--- config.mk ---
export PLATFORM = sky130hd
export DESIGN_NAME = qspi_bus_arbiter_flat
export DESIGN_NICKNAME = d
export VERILOG_FILES = /design/src/rtl/qspi_bus_arbiter_if.sv /design/src/rtl/qspi_bus_arbiter.sv /design/src/flat_wrapper.sv
export SDC_FILE = /design/constraint.sdc
export NUM_CORES = 1
export LEC_CHECK = 0
export CAP_MARGIN = 30
export CELL_PAD_IN_SITES_DETAIL_PLACEMENT = 1
export CELL_PAD_IN_SITES_GLOBAL_PLACEMENT = 1
export CORE_MARGIN = 8
export CORE_UTILIZATION = 25
export DETAILED_ROUTE_END_ITERATION = 10
export DONT_BUFFER_PORTS = 1
export PLACE_DENSITY_LB_ADDON = 0.1
export SKIP_LAST_GASP = 1
export SLEW_MARGIN = 20
export SYNTH_ARGS = -nofsm -noshare
export SYNTH_HDL_FRONTEND = slang
export SYNTH_SLANG_ARGS = --single-unit
--- constraint.sdc ---
create_clock -name clk -period 1.6 [get_ports clk]
set_input_delay 0.16 -clock clk [delete_from_list [all_inputs] [get_ports clk]]
set_output_delay 0.16 -clock clk [all_outputs]
set_load 0.05 [all_outputs]
--- src/rtl/qspi_bus_arbiter_if.sv ---
// Shared QSPI SRAM port: two master request channels plus the single bus towards the SRAM.
interface qspi_bus_arbiter_if #(
    parameter int AW = 16,
    parameter int DW = 8
) ();
    logic [1:0]          m_req;
    logic [1:0]          m_write;
    logic [1:0][AW-1:0]  m_addr;
    logic [1:0][DW-1:0]  m_wdata;
    logic [1:0][DW-1:0]  m_rdata;
    logic [1:0]          m_rdy;
    logic                bus_req;
    logic                bus_write;
    logic [AW-1:0]       bus_addr;
    logic [DW-1:0]       bus_wdata;
    logic [DW-1:0]       bus_rdata;
    logic                bus_rdy;
    logic [1:0]          gnt;

    // Arbiter side
    modport slave (
        input  m_req, m_write, m_addr, m_wdata, bus_rdata, bus_rdy,
        output m_rdata, m_rdy, bus_req, bus_write, bus_addr, bus_wdata, gnt
    );

    // Environment side: masters and the SRAM
    modport master (
        output m_req, m_write, m_addr, m_wdata, bus_rdata, bus_rdy,
        input  m_rdata, m_rdy, bus_req, bus_write, bus_addr, bus_wdata, gnt
    );
endinterface

--- src/rtl/qspi_bus_arbiter.sv ---
// Two-master arbiter for the QSPI SRAM port: one transaction in flight, round-robin or fixed priority.
module qspi_bus_arbiter #(
    parameter int DW         = 8,
    parameter bit FIXED_PRIO = 1'b0
) (
    input  logic              clk,
    input  logic              rst_n,
    qspi_bus_arbiter_if.slave bus
);
    typedef enum logic {IDLE, BUSY} state_t;

    state_t             state;
    logic               owner;
    logic               last;
    logic [1:0][DW-1:0] held;
    logic               winner;
    logic               done;
    logic [1:0]         rdy;

    // Tie goes to the master not served last unless M0 is fixed-priority
    always_comb begin
        winner = 1'b0;
        if (bus.m_req == 2'b11)
            winner = FIXED_PRIO ? 1'b0 : ~last;
        else
            winner = bus.m_req[1];
    end

    assign done = (state == BUSY) && bus.bus_rdy;

    // Completion and read data are combinational so the master sees them in the BUS_RDY cycle
    always_comb begin
        rdy = '0;
        if (done)
            rdy[owner] = 1'b1;
        for (int unsigned i = 0; i < 2; i++)
            bus.m_rdata[i] = rdy[i] ? bus.bus_rdata : held[i];
        bus.m_rdy = rdy;
    end

    always_ff @(posedge clk or negedge rst_n) begin
        if (!rst_n) begin
            state         <= IDLE;
            owner         <= 1'b0;
            last          <= 1'b1;
            held          <= '0;
            bus.bus_req   <= 1'b0;
            bus.bus_write <= 1'b0;
            bus.bus_addr  <= '0;
            bus.bus_wdata <= '0;
            bus.gnt       <= '0;
        end else begin
            case (state)
                IDLE: begin
                    if (|bus.m_req) begin
                        owner         <= winner;
                        bus.gnt       <= winner ? 2'b10 : 2'b01;
                        bus.bus_req   <= 1'b1;
                        bus.bus_write <= bus.m_write[winner];
                        bus.bus_addr  <= bus.m_addr[winner];
                        bus.bus_wdata <= bus.m_wdata[winner];
                        state         <= BUSY;
                    end
                end
                BUSY: begin
                    if (bus.bus_rdy) begin
                        held[owner] <= bus.bus_rdata;
                        last        <= owner;
                        bus.gnt     <= '0;
                        bus.bus_req <= 1'b0;
                        state       <= IDLE;
                    end
                end
                default: state <= IDLE;
            endcase
        end
    end
endmodule
--- src/flat_wrapper.sv ---
// flat-port wrapper written by rule: the top's interface ports become plain ports
module qspi_bus_arbiter_flat 
#(
    parameter int DW         = 8,
    parameter bit FIXED_PRIO = 1'b0
)
  (clk, rst_n, bus_m_req, bus_m_write, bus_m_addr, bus_m_wdata, bus_bus_rdata, bus_bus_rdy, bus_m_rdata, bus_m_rdy, bus_bus_req, bus_bus_write, bus_bus_addr, bus_bus_wdata, bus_gnt);
  qspi_bus_arbiter_if #(.DW(DW)) bus_i ();
  input  logic clk;
  input  logic rst_n;
  input wire logic [$bits(bus_i.m_req)-1:0] bus_m_req;
  input wire logic [$bits(bus_i.m_write)-1:0] bus_m_write;
  input wire logic [$bits(bus_i.m_addr)-1:0] bus_m_addr;
  input wire logic [$bits(bus_i.m_wdata)-1:0] bus_m_wdata;
  input wire logic [$bits(bus_i.bus_rdata)-1:0] bus_bus_rdata;
  input wire logic [$bits(bus_i.bus_rdy)-1:0] bus_bus_rdy;
  output wire logic [$bits(bus_i.m_rdata)-1:0] bus_m_rdata;
  output wire logic [$bits(bus_i.m_rdy)-1:0] bus_m_rdy;
  output wire logic [$bits(bus_i.bus_req)-1:0] bus_bus_req;
  output wire logic [$bits(bus_i.bus_write)-1:0] bus_bus_write;
  output wire logic [$bits(bus_i.bus_addr)-1:0] bus_bus_addr;
  output wire logic [$bits(bus_i.bus_wdata)-1:0] bus_bus_wdata;
  output wire logic [$bits(bus_i.gnt)-1:0] bus_gnt;
  assign bus_i.m_req = bus_m_req;
  assign bus_i.m_write = bus_m_write;
  assign bus_i.m_addr = bus_m_addr;
  assign bus_i.m_wdata = bus_m_wdata;
  assign bus_i.bus_rdata = bus_bus_rdata;
  assign bus_i.bus_rdy = bus_bus_rdy;
  assign bus_m_rdata = bus_i.m_rdata;
  assign bus_m_rdy = bus_i.m_rdy;
  assign bus_bus_req = bus_i.bus_req;
  assign bus_bus_write = bus_i.bus_write;
  assign bus_bus_addr = bus_i.bus_addr;
  assign bus_bus_wdata = bus_i.bus_wdata;
  assign bus_gnt = bus_i.gnt;
  qspi_bus_arbiter #(.DW(DW), .FIXED_PRIO(FIXED_PRIO)) u_core (.clk(clk), .rst_n(rst_n), .bus(bus_i));
endmodule
Word-level counts from Yosys, hierarchy flattened
Index checks and enable logic that the tools add are counted.
W data, S select, Z words.
{"block": "word_totals", "register_bits": 47, "wordCells": 49, "output_inout_bits": 46}
{"block": "classes", "reduce_logical": 6, "n_eq_ne": 3, "magnitude_cmp": 3, "n_mux": 25, "bitwise_logic": 2}
{"operator": "$mux W8", "count": 5}
{"operator": "$mux W16", "count": 2}
{"operator": "$bwmux W16", "count": 1}
{"operator": "$demux W8 S1", "count": 1}
{"operator": "$mux W1", "count": 8}
{"operator": "$mux W2", "count": 4}
{"operator": "$reduce_and A2 Y1", "count": 3}
{"operator": "$lt A1 B2 Y1 const B", "count": 2}
{"operator": "$pmux W1 S2", "count": 2}
{"operator": "$pmux W2 S2", "count": 1}
{"operator": "$eq A2 B2 Y1 const B", "count": 1}
{"operator": "$logic_and A1 B1 Y1", "count": 2}
{"operator": "$ne A2 B1 Y1 const B", "count": 1}
{"operator": "$ne A2 B2 Y1 const B", "count": 1}
{"operator": "$not A1 Y1", "count": 2}
{"operator": "$reduce_or A2 Y1", "count": 1}
{"operator": "$demux W1 S1", "count": 1}
{"operator": "$ge A1 B1 Y1 const B", "count": 1}

Depth between registers and ports, before layout
{"block": "depth", "word_depth": 6, "ltp_mapped": 6, "mapped_depth_nobuf": 3}

Worst setup path after synthesis
Ideal clock, no wire load.
{"block": "synth_timing", "kind": "reg2reg", "startpoint": "register u_core.state", "endpoint": "register u_core.held[0] in the netlist's numbering", "period_less_slack_ns": 1.636, "required_time_ns": 1.380, "path_slack_ns": -0.036, "n_path_buf": 2, "arrival_ns": 1.416, "path_stages_with_launch": 6, "path_cell_list": "dfrtp_1 -> buf_6 -> nand2_2 -> or2_1 -> buf_4 -> mux2_1"}
{"block": "synth_between", "elab_chain_cells": 1}
{"element": "from (decl)", "line_no": "qspi_bus_arbiter.sv:12", "source": "state_t state;"}
{"element": "from (signal assigned)", "line_no": "qspi_bus_arbiter.sv:43", "source": "state <= IDLE;"}
{"element": "from (signal assigned)", "line_no": "qspi_bus_arbiter.sv:62", "source": "state <= BUSY;"}
{"element": "from (signal assigned)", "line_no": "qspi_bus_arbiter.sv:71", "source": "state <= IDLE;"}
{"element": "$reduce_and A2 Y1 (no line)"}
{"element": "to (signal, indexed assignment)", "line_no": "qspi_bus_arbiter.sv:67", "source": "held[owner] <= bus.bus_rdata;"}
{"element": "to (decl)", "line_no": "qspi_bus_arbiter.sv:15", "source": "logic [1:0][DW-1:0] held;"}
Every way passes these cells.
A chain may end at the register's enable or synchronous reset.

Worst setup path in the final report
{"block": "layout_timing", "startpoint": "register u_core.owner", "endpoint": "output bus_m_rdata[7]"}
{"block": "layout_between", "elab_chain_cells": 6, "elab_cells_between_ends": 7, "classes_between": "2 x order compare; 4 x mux; 1 x reduce/logical"}
{"element": "from (decl)", "line_no": "qspi_bus_arbiter.sv:13", "source": "logic owner;"}
{"element": "from (signal assigned)", "line_no": "qspi_bus_arbiter.sv:56", "source": "owner <= winner;"}
{"element": "$lt A1 B2 Y1 (not written as such) / $ge A1 B1 Y1 (equally long branches)", "line_no": "qspi_bus_arbiter.sv:35", "source": "rdy[owner] = 1'b1;"}
{"element": "$logic_and A1 B1 Y1 (not written as such)", "line_no": "qspi_bus_arbiter.sv:35"}
{"element": "$mux W1 (not written as such)", "line_no": "qspi_bus_arbiter.sv:35"}
{"element": "$demux W1 S1 *"}
{"element": "$mux W2 *", "line_no": "qspi_bus_arbiter.sv:34", "source": "if (done)"}
{"element": "$mux W8 *", "line_no": "qspi_bus_arbiter.sv:37", "source": "bus.m_rdata[i] = rdy[i] ? bus.bus_rdata : held[i];"}
{"element": "to (decl)", "line_no": "flat_wrapper.sv:17", "source": "output wire logic [$bits(bus_i.m_rdata)-1:0] bus_m_rdata;"}
Every way passes the cells marked *; elsewhere a longest branch is shown, timed or not.

==> reports/metrics.yaml <==
result_of_the_run: "finished, violations left"
violations: "setup timing"
synth-edff-count: 0
finalNetCount: 283
timing.hold.worst_endpoint: "u_core.bus.bus_addr[6]"
vdd.ir_drop.worst_v: 0.0007036
final_critical_path_share_of_the_clock_period: 1.048
area_growth_syn_to_layout_pct: 38.82
max_cap_violations: 0
clockRootBuffer: "clkbuf_8"
antenna_found_initial: 0
worstPathArrival_ns: 1.52
clkLatencyLatePin_ns: 0.30
clk_transition_reported_paths_ns: 0.09
crit_path_max_incr_delay_ns: 0.44
ctsLongestPathBuffers: 2
count_of_buffers_from_port_buffering: 0
max_slew.worst_pin.slew_ns: 0.5690
timing.critical_path.cells: "or2_4 > mux2_4 > buf_8"
min_path_type: "input pin to register"
antenna-diode-count: 0
r2r-start: "u_core.state"
worstSetupEndpointType: "output port"
yosys_warnings: 0
ant_nets: 0
seqPwrFrac: 0.339
library_cell_occupying_the_most_area_in_the_post_synthesis_netlist: "dfrtp_1"
top_level_ports: 109
clock_tree.htree_level_count: 2
synth_commonest_cells: "dfrtp_1 (46), a221o_1 (21), mux2_2 (15), and2_1 (12)"
synth_top_area_share: 0.5444
fp.coreArea_sq_um: 8217
dieWidth_um: 108.0
power.total_mw: 5.218
post_synthesis_cell_type_count: 27
crit_fanout: 6
vias_in_the_first_global_route: 1910
finalSetupViolCount: 13
postSynthCellCount: 157
mappedNetlistNets: 220
dominantRegCellSynth: "dfrtp_1"
detailroute.via_count: 1602
final.setup_skew_ns: 0.004908
hold-path-cell-count: 2
dp.final_hpwl_um: 4745
grt_first_pass_wirelength_um: 10930
tritoncts.num_buffers: 5
r2r_cells: 5
worstSetupPathType: "register to output port"
place_congestion: 0.7427
fmax_mhz: 596.5
worst_slack_ns: -0.07643
routed_wire_length_per_instance_um: 21.47
r2r_slack_ns: 0.10
pwr-share-clk: 0.151
cts_tree: "done"
post_synth.cell_area_avg_sq_um: 13.47
critical_path.slowest_cell: "dfrtp_2"
hold_viol: 0
grt_max_degree: 48
ys_ff_latch: 47
fin_tns_setup_ns: -0.6058
worstReg2RegEnd: "u_core.bus.bus_wdata[1]"
holdCritStartpoint: "bus_m_addr[6]"
power.density_nw_per_um2: 1778
slew_headroom: 0.6198
initialDrtViolationCount: 37
p_leak_nw: 1.332
synthesis.area_sq_um: 2115
internal_power_mw: 2.851
initial_cell_density_of_the_core: 0.2573
vias_per_cell: 4.914
global_route.usage.total: 0.1212
die_outline_area_sq_um: 11660
synthMostInstantiatedCell: "dfrtp_1"
synth_top_cells_by_area: "dfrtp_1 (54%), a221o_1 (9.9%), mux2_2 (8.0%)"
p_sw_mw: 2.367
timing.critical_path.from_type: "register"
drv_slew: 0
remaining_drc_errors: 0
grt.overflow.total: 0
floorplan.die.height_um: 108.0
combPwrFrac: 0.510
rsz0062_at_grt: "yes"
core.rowCount: 33
min_period_ns: 1.676
place_ws_ns: -0.1197
asyncSetResetFlopFracSynth: 1.000
layout-drive-gt1-share: 0.4027
swShare: 0.4537
cts_sinks: 47
drt_wl_total_um: 7000
ys_seq_area_frac: 0.5568
drt_pass1_iterations: 4
crit_required_ns: 1.44
sequential cells by signal (all words and copies together) (netlist names):
register / flops
u_core.held: 16
u_core.state: 1
u_core.bus.bus_write: 1
u_core.bus.bus_req: 1
u_core.last: 1
u_core.bus.bus_addr: 16
u_core.bus.bus_wdata: 8
u_core.owner: 1
u_core.bus.gnt: 2
power groups by stage:
stage / clock (mW) / combinational, mW / sequential, mW
detailed placement: 0 / 2.40 / 1.78
finish: 0.789 / 2.66 / 1.77
global route: 0.874 / 2.79 / 1.81
CTS: 0.826 / 2.67 / 1.77
floorplan: 0 / 1.31 / 2.32
global placement: 0 / 2.36 / 1.76
worst max-delay path, delay by kind of cell, from the launching register on:
family / cells / cell delay, ns
multiplexers: 1 / 0.32
buffers and inverters: 1 / 0.15
flip-flops: 1 / 0.44
AND/OR/NAND/NOR: 1 / 0.31
repair_timing:
item | 4_1_cts | 5_1_grt
hold buffers | 18 | 1
endpoints found under the setup margin | 45 | 26
pin swaps | 4 | 2
buffers inserted | 7 | 1
endpoints found under the hold margin | 58 | 1
resized for setup | 22 | 3
gates cloned | 3 | 0
routing by layer:
layer / wire (um) / vias up / part of all wire / GRT usage
met4: 146 / 0 / 0.021 / 0.04163
met3: 456 / 10 / 0.065 / 0.03748
met5: 0 / - / 0 / 0
li1: - / 704 / - / -
met2: 3795 / 59 / 0.54 / 0.2127
met1: 2602 / 829 / 0.37 / 0.1355
metrics by stage:
step	util	std cells	area [sq um]	hold WS, ns
floorplan	-	157	2115	-0.1356
global placement	0.2977	288	2446	-0.1337
global route	0.3572	326	2935	0.00004582
finish	0.3572	326	2935	0.002916
detailed placement	0.2977	288	2446	-0.1339
CTS	0.3537	324	2907	0.0002484
cells in the final DEF (no fill, tap or decap), types with 2 or more instances in the layout:
cell type,instances
and2_1,12
or2_4,2
a221o_1,21
nand2_1,8
nand3_4,2
buf_4,40
a21oi_1,6
dlygate4sd3_1,18
clkbuf_8,7
buf_12,2
nor2_1,2
and2_0,9
dfrtp_1,45
o21bai_4,2
mux2_2,10
mux2_4,13
a2bb2oi_1,4
area by class of cell:
class | instances | area, sq um
timing repair buffer | 63 | 574.3
multi-input combinational | 101 | 943.4
inverter | 2 | 7.507
fill | 877 | 5281
clock buffer | 8 | 100.1
sequential | 47 | 1179
tap | 105 | 131.4
worst max path at each step:
stage / from / slack (ns) / end
final: u_core.owner / -0.08 / bus_m_rdata[7]
after floorplan: u_core.state / 0.03 / bus_m_rdata[3]
after detailed placement: u_core.last / -0.12 / u_core.bus.bus_wdata[1]
after global placement: u_core.last / -0.03 / u_core.bus.bus_wdata[2]
after global routing: u_core.owner / -0.13 / bus_m_rdata[7]
after CTS: u_core.state / -0.11 / bus_m_rdata[3]
logic make-up (layout without fill, tap and decap cells):
logic type	count (synthesis)	count (layout)	share of synthesized area
AOI/OAI and AO/OA	37	38	0.1675
DFF	47	47	0.5568
and+or+nand+nor	37	39	0.09941
buffers and inverters	12	73	0.04852
muxes	24	24	0.1278
(Power assumes the default switching activity.)
